==> src/rtl/mdu_iterative.sv <==
// rtl/mdu_iterative.sv - iterative HI/LO multiply/divide unit (shift-add mult, restoring div)
// Optional MDU_EARLY_OUT_EN: zero-magnitude operand completes one edge after start.
module mdu_iterative #(
  parameter int WIDTH = 32
) (
  input  logic             clk,
  input  logic             rst,
  input  logic             start,
  input  logic [1:0]       op,
  input  logic [WIDTH-1:0] a,
  input  logic [WIDTH-1:0] b,
  input  logic             hi_we,
  input  logic             lo_we,
  input  logic [WIDTH-1:0] wd,
  input  logic             hilo_rd,
  input  logic             cancel,
  output logic             busy,
  output logic             done,
  output logic             stall,
  output logic [WIDTH-1:0] hi,
  output logic [WIDTH-1:0] lo
);

  localparam int CW = $clog2(WIDTH) + 1;

  typedef enum logic {IDLE, RUN} state_t;

  state_t             state, state_nx;
  logic [CW-1:0]      cnt, cnt_nx;
  logic [2*WIDTH-1:0] acc, acc_nx;
  logic [WIDTH-1:0]   opnd, opnd_nx;
  logic               is_div, is_div_nx;
  logic               neg_q, neg_q_nx;
  logic               neg_r, neg_r_nx;
  logic               div0, div0_nx;
  logic               done_nx;
  logic [WIDTH-1:0]   hi_r, hi_nx, lo_r, lo_nx;

  logic               a_neg, b_neg;
  logic [WIDTH-1:0]   a_mag, b_mag;
  logic [WIDTH:0]     mul_sum, div_trial;
  logic [2*WIDTH-1:0] mul_step, div_step, step, fin, prod_fix;
  logic [WIDTH-1:0]   q_fix, r_fix;

  assign a_neg = ~op[0] & a[WIDTH-1];
  assign b_neg = ~op[0] & b[WIDTH-1];
  assign a_mag = a_neg ? -a : a;
  assign b_mag = b_neg ? -b : b;

  // acc low half holds the multiplier; upper half collects partial sums as it shifts right
  assign mul_sum  = {1'b0, acc[2*WIDTH-1:WIDTH]} + (acc[0] ? {1'b0, opnd} : '0);
  assign mul_step = {mul_sum, acc[WIDTH-1:1]};

  // acc = {partial remainder, dividend bits still to shift in / quotient bits shifted out}
  assign div_trial = acc[2*WIDTH-1:WIDTH-1] - {1'b0, opnd};
  assign div_step  = div_trial[WIDTH] ? {acc[2*WIDTH-2:0], 1'b0}
                                      : {div_trial[WIDTH-1:0], acc[WIDTH-2:0], 1'b1};
  assign step = is_div ? div_step : mul_step;

`ifdef MDU_EARLY_OUT_EN
  logic hold, hold_nx;
  assign fin = hold ? acc : step;
`else
  assign fin = step;
`endif

  assign prod_fix = neg_q ? -fin : fin;
  assign q_fix    = neg_q ? -fin[WIDTH-1:0] : fin[WIDTH-1:0];
  assign r_fix    = neg_r ? -fin[2*WIDTH-1:WIDTH] : fin[2*WIDTH-1:WIDTH];

  always_comb begin
    state_nx  = state;
    cnt_nx    = cnt;
    acc_nx    = acc;
    opnd_nx   = opnd;
    is_div_nx = is_div;
    neg_q_nx  = neg_q;
    neg_r_nx  = neg_r;
    div0_nx   = div0;
    done_nx   = 1'b0;
    hi_nx     = hi_r;
    lo_nx     = lo_r;
`ifdef MDU_EARLY_OUT_EN
    hold_nx   = hold;
`endif
    case (state)
      IDLE: begin
        if (hi_we) hi_nx = wd;
        if (lo_we) lo_nx = wd;
        if (start && !cancel) begin
          state_nx  = RUN;
          cnt_nx    = CW'(WIDTH);
          is_div_nx = op[1];
          opnd_nx   = op[1] ? b_mag : a_mag;
          acc_nx    = {{WIDTH{1'b0}}, (op[1] ? a_mag : b_mag)};
          neg_q_nx  = a_neg ^ b_neg;
          neg_r_nx  = a_neg;
          div0_nx   = op[1] & (b == '0);
`ifdef MDU_EARLY_OUT_EN
          hold_nx   = 1'b0;
          if (a == '0 || b == '0) begin
            hold_nx = 1'b1;
            cnt_nx  = CW'(1);
            acc_nx  = (op[1] && b == '0) ? {a_mag, {WIDTH{1'b1}}} : '0;
          end
`endif
        end
      end
      RUN: begin
        if (cancel) begin
          state_nx = IDLE;
          cnt_nx   = '0;
        end else begin
          acc_nx = fin;
          cnt_nx = cnt - CW'(1);
          if (cnt == CW'(1)) begin
            state_nx = IDLE;
            done_nx  = 1'b1;
            if (is_div) begin
              hi_nx = r_fix;
              lo_nx = div0 ? {WIDTH{1'b1}} : q_fix;
            end else begin
              hi_nx = prod_fix[2*WIDTH-1:WIDTH];
              lo_nx = prod_fix[WIDTH-1:0];
            end
          end
        end
      end
      default: state_nx = IDLE;
    endcase
  end

  always_ff @(posedge clk or posedge rst) begin
    if (rst) begin
      state  <= IDLE;
      cnt    <= '0;
      acc    <= '0;
      opnd   <= '0;
      is_div <= 1'b0;
      neg_q  <= 1'b0;
      neg_r  <= 1'b0;
      div0   <= 1'b0;
      done   <= 1'b0;
      hi_r   <= '0;
      lo_r   <= '0;
`ifdef MDU_EARLY_OUT_EN
      hold   <= 1'b0;
`endif
    end else begin
      state  <= state_nx;
      cnt    <= cnt_nx;
      acc    <= acc_nx;
      opnd   <= opnd_nx;
      is_div <= is_div_nx;
      neg_q  <= neg_q_nx;
      neg_r  <= neg_r_nx;
      div0   <= div0_nx;
      done   <= done_nx;
      hi_r   <= hi_nx;
      lo_r   <= lo_nx;
`ifdef MDU_EARLY_OUT_EN
      hold   <= hold_nx;
`endif
    end
  end

  assign busy  = (state == RUN);
  assign stall = busy & (start | hilo_rd | hi_we | lo_we);
  assign hi    = hi_r;
  assign lo    = lo_r;

endmodule

==> config.mk <==
export PLATFORM = sky130hd
export DESIGN_NAME = mdu_iterative
export DESIGN_NICKNAME = d
export VERILOG_FILES = /design/src/rtl/mdu_iterative.sv
export SDC_FILE = /design/constraint.sdc
export NUM_CORES = 1
export LEC_CHECK = 0
export BUFFER_PORTS_ARGS = -buffer_cell sky130_fd_sc_hd__buf_4
export CAP_MARGIN = 10
export CORE_ASPECT_RATIO = 1.2
export CORE_MARGIN = 3
export CORE_UTILIZATION = 42
export CTS_CLUSTER_DIAMETER = 50
export DETAILED_ROUTE_END_ITERATION = 8
export HOLD_SLACK_MARGIN = 0.15
export PLACE_DENSITY_LB_ADDON = 0.3
export SYNTH_ARGS = -nofsm -noshare
export SYNTH_HDL_FRONTEND = slang
export SYNTH_SLANG_ARGS = --single-unit
==> constraint.sdc <==
create_clock -name clk -period 8.3 [get_ports clk]
set_clock_uncertainty 0.05 [all_clocks]
set_input_delay 1.66 -clock clk [delete_from_list [all_inputs] [get_ports clk]]
set_output_delay 1.66 -clock clk [all_outputs]
set_load 0.01 [all_outputs]
==> qor.json <==
{
  "yosys_register_bits": 172,
  "ys.flop_type": "sky130_fd_sc_hd__dfrtp_1",
  "post_synth_instance_area_sq_um": 16100,
  "first_iter_violations": 1351,
  "crit-reg2reg-launch": "acc[38]",
  "setup.worst_path.start_class": "register",
  "ys_top_cells_by_count": "sky130_fd_sc_hd__nand2_1, sky130_fd_sc_hd__o21ai_0, sky130_fd_sc_hd__a21oi_1",
  "r2r_setup_slack_ns": 1.70,
  "synth_fp_nets": 2292,
  "grt_pass1_vias": 15700,
  "intPower_mw": 3.04,
  "tns_ns": 0,
  "cts_hold_buf": 0,
  "clock_power_share_pct": 13.3,
  "total_leakage_power_nw": 7.96,
  "finalMaxSlewViolations": 0,
  "synth.avg_cell_area_sq_um": 7.61,
  "synth_warnings": 0,
  "grt_setup_unrepaired": "no",
  "num-fill-cells": 3661,
  "num-nets-final": 2383,
  "core_sq_um": 37300,
  "share_comb_of_total_power_pct": 64.7,
  "routed-via-count": 16500,
  "hold_end": "lo[15]",
  "numCtsBuffers": 17,
  "total_power_mw": 6.30,
  "start_util_pct": 43.1,
  "drive_gt1_share_pct": 13.1,
  "critical_register_to_register_path_endpoint": "hi[22]",
  "synthMostInstantiatedCell": "sky130_fd_sc_hd__nand2_1",
  "area_growth_pct": 13.5,
  "viasPerCell": 6.12,
  "io_pins": 172,
  "post-route-drc-count": 0,
  "antenna_violating_nets_left": 0,
  "netlist_top_cells_area": "sky130_fd_sc_hd__dfrtp_1, sky130_fd_sc_hd__o21ai_0, sky130_fd_sc_hd__a21oi_1",
  "postcts_resize_cnt": 0,
  "max-cap-violations": 0,
  "synth_cell_type_count": 104,
  "clock_slew_at_the_register_clock_pins_of_the_worst_setup_and_hold_paths_ns": 0.07,
  "maximum_frequency_from_static_timing_analysis_ghz": 0.151,
  "drt_pre_antenna_iters": 5,
  "worst-setup-path-type": "register to register",
  "dp.final_hpwl_um": 47800,
  "worstHoldPathCells": 2,
  "vdd_drop_max_uv": 185,
  "largest_net_degree_at_the_start_of_global_routing": 110,
  "die_area_sq_um": 40700,
  "holdCritStartpoint": "lo[15]",
  "synth.largest_area_cell": "sky130_fd_sc_hd__dfrtp_1",
  "std_cell_rows": 77,
  "grt.overflow.total": 0,
  "power_density_nw_per_um2": 345,
  "timing.final.hold_violations": 0,
  "switching_power_mw": 3.26,
  "groute.usage.overall_pct": 29.2,
  "clock_tree.root_cell": "sky130_fd_sc_hd__clkbuf_16",
  "clock_insertion_delay_worst_skew_ns": 0.45,
  "crit_path_end_kind": "register",
  "antenna_violations_before_repair": 3,
  "finalCriticalPeriod_ns": 6.60,
  "final_min_period_over_clock_period_pct": 79.5,
  "synth_top_area_share_pct": 26.8,
  "sw_frac_of_total_pct": 51.8,
  "worst_case_reg_to_reg_path_depth": 22,
  "worstPathRequired_ns": 8.61,
  "multi_input_comb_area_sq_um": 11000,
  "antennaDiodeCount": 0,
  "worst-endpoint-arrival_ns": 6.91,
  "finalSetupViolCount": 0,
  "routability_congestion_estimate_from_global_placement": 0.986,
  "async_flop_share_pct": 100,
  "syn-instance-count": 2115,
  "crit_path_start": "acc[38]",
  "critPathMaxFanout": 13,
  "cts_num_sinks": 172,
  "chipHeight_um": 220,
  "synth-edff-count": 0,
  "seq_area_frac_synth_pct": 26.8,
  "outcome": "complete, no violations",
  "postCtsSetupBuffers": 0,
  "holdCritPathClass": "register to register",
  "seqPwrFrac_pct": 22.0,
  "global_route_wire_length_before_repair_um": 91400,
  "worstMarginPinSlew_ns": 1.29,
  "drt_wl_total_um": 60700,
  "cts_tree": "done",
  "detail_routed_net_length_per_standard_cell_um": 22.5,
  "die_w_um": 185,
  "final-seq-area_sq_um": 4310,
  "max_slew_margin_pct": 14.3,
  "placement.io_buffers": 171,
  "ctsHtreeMaxLevel": 4,
  "clock_path_buffers": 2
}
==> per-stage QoR <==
stage | utilization (%) | instance area [sq um] | hold slack, ns | setup slack (ns) | std cells
after floorplan | - | 16100 | 0.413 | 1.93 | 2115
after global placement | 47.4 | 17700 | 0.413 | 2.11 | 2661
after detailed placement | 47.4 | 17700 | 0.426 | 1.90 | 2661
after CTS | 49.0 | 18300 | 0.443 | 1.86 | 2692
after global routing | 49.0 | 18300 | 0.475 | 1.22 | 2692
final | 49.0 | 18300 | 0.440 | 1.70 | 2692
==> power groups by stage <==
| stage | registers [mW] | clock network (mW) | logic, mW |
|---|---|---|---|
| floorplan | 1.33 | 0 | 2.73 |
| global placement | 1.38 | 0 | 4.00 |
| detailed placement | 1.40 | 0 | 4.01 |
| CTS | 1.38 | 0.844 | 4.04 |
| global route | 1.42 | 0.877 | 4.42 |
| finish | 1.39 | 0.836 | 4.08 |
==> layout by cell type, fill, tap and decap left out, types with 8 or more instances in the layout <==
master,n
sky130_fd_sc_hd__a211oi_1,21
sky130_fd_sc_hd__a21o_1,33
sky130_fd_sc_hd__a21oi_1,193
sky130_fd_sc_hd__a22o_1,15
sky130_fd_sc_hd__a31oi_1,30
sky130_fd_sc_hd__and2_1,41
sky130_fd_sc_hd__and3_1,11
sky130_fd_sc_hd__buf_4,192
sky130_fd_sc_hd__clkbuf_16,17
sky130_fd_sc_hd__dfrtp_1,170
sky130_fd_sc_hd__ha_1,70
sky130_fd_sc_hd__inv_1,78
sky130_fd_sc_hd__mux2_2,8
sky130_fd_sc_hd__mux2i_1,52
sky130_fd_sc_hd__nand2_1,256
sky130_fd_sc_hd__nand2b_1,22
sky130_fd_sc_hd__nand3_1,36
sky130_fd_sc_hd__nand3b_1,10
sky130_fd_sc_hd__nand4_1,14
sky130_fd_sc_hd__nor2_1,181
sky130_fd_sc_hd__nor2b_1,16
sky130_fd_sc_hd__nor3_1,54
sky130_fd_sc_hd__nor3b_1,8
sky130_fd_sc_hd__nor4_1,16
sky130_fd_sc_hd__o211ai_1,24
sky130_fd_sc_hd__o21a_1,18
sky130_fd_sc_hd__o21ai_0,229
sky130_fd_sc_hd__o21ai_1,10
sky130_fd_sc_hd__o21bai_1,8
sky130_fd_sc_hd__o22ai_1,23
sky130_fd_sc_hd__o31ai_1,23
sky130_fd_sc_hd__or3_1,16
sky130_fd_sc_hd__xnor2_1,73
sky130_fd_sc_hd__xor2_1,78
==> routing by layer <==
layer	GRT usage (%)	wire length, um	vias up
li1	-	-	7821
met2	50.4	29700	589
met5	0	0	-
met1	35.4	23800	7930
met4	16.0	3700	0
met3	3.81	3520	135
==> how the worst max path moves through the flow <==
stage	end	cells after the start
CTS	hi[22]	22
finish	hi[22]	22
floorplan	acc[0]	1
global placement	hi[22]	22
global route	hi[22]	22
detailed placement	hi[24]	22
==> layout make-up <==
cell class	count	area share, %
repair buffers	192	7.89
well taps	474	3.25
inverters	81	1.69
multi-input cells	1742	60.3
clock buffers	21	2.52
flip-flops and latches	172	23.6
clock inverters	10	0.706
==> critical path: stages (launching register included) <==
cell and delay, ns:
sky130_fd_sc_hd__dfrtp_1 0.42, sky130_fd_sc_hd__ha_1 0.55, sky130_fd_sc_hd__o21ai_0 0.24, sky130_fd_sc_hd__a2111oi_2 0.62, sky130_fd_sc_hd__and2_4 0.27, sky130_fd_sc_hd__o41ai_4 0.15
sky130_fd_sc_hd__o211ai_4 0.13, sky130_fd_sc_hd__nor2_2 0.12, sky130_fd_sc_hd__a21oi_1 0.20, sky130_fd_sc_hd__ha_1 0.22, sky130_fd_sc_hd__nor3b_1 0.28, sky130_fd_sc_hd__o221ai_1 0.22
sky130_fd_sc_hd__or2_2 0.36, sky130_fd_sc_hd__nor4_1 0.49, sky130_fd_sc_hd__nand3_1 0.35, sky130_fd_sc_hd__o21ai_0 0.36, sky130_fd_sc_hd__and2_1 0.22, sky130_fd_sc_hd__and3_1 0.29
sky130_fd_sc_hd__nand4_4 0.16, sky130_fd_sc_hd__o31ai_1 0.39, sky130_fd_sc_hd__xnor2_1 0.17, sky130_fd_sc_hd__nand2_1 0.07, sky130_fd_sc_hd__a31oi_1 0.19
==> logic make-up after synthesis <==
logic type      after synthesis  synth area share, %
buf+inv                     201                 4.92
flops                       172                 26.8
mux                          60                 3.80
xor+xnor                    151                 8.22
compound gates              735                 29.0
fa+ha+maj                    72                 5.69
simple gates                724                 21.6
==> flip-flops by register name, summed over array words and instances (netlist names) <==
signal,cells
is_div,1
cnt,6
opnd,32
neg_r,1
busy,1
neg_q,1
done,1
lo,32
div0,1
hi,32
acc,64
Power figures use the tool's default switching activity.
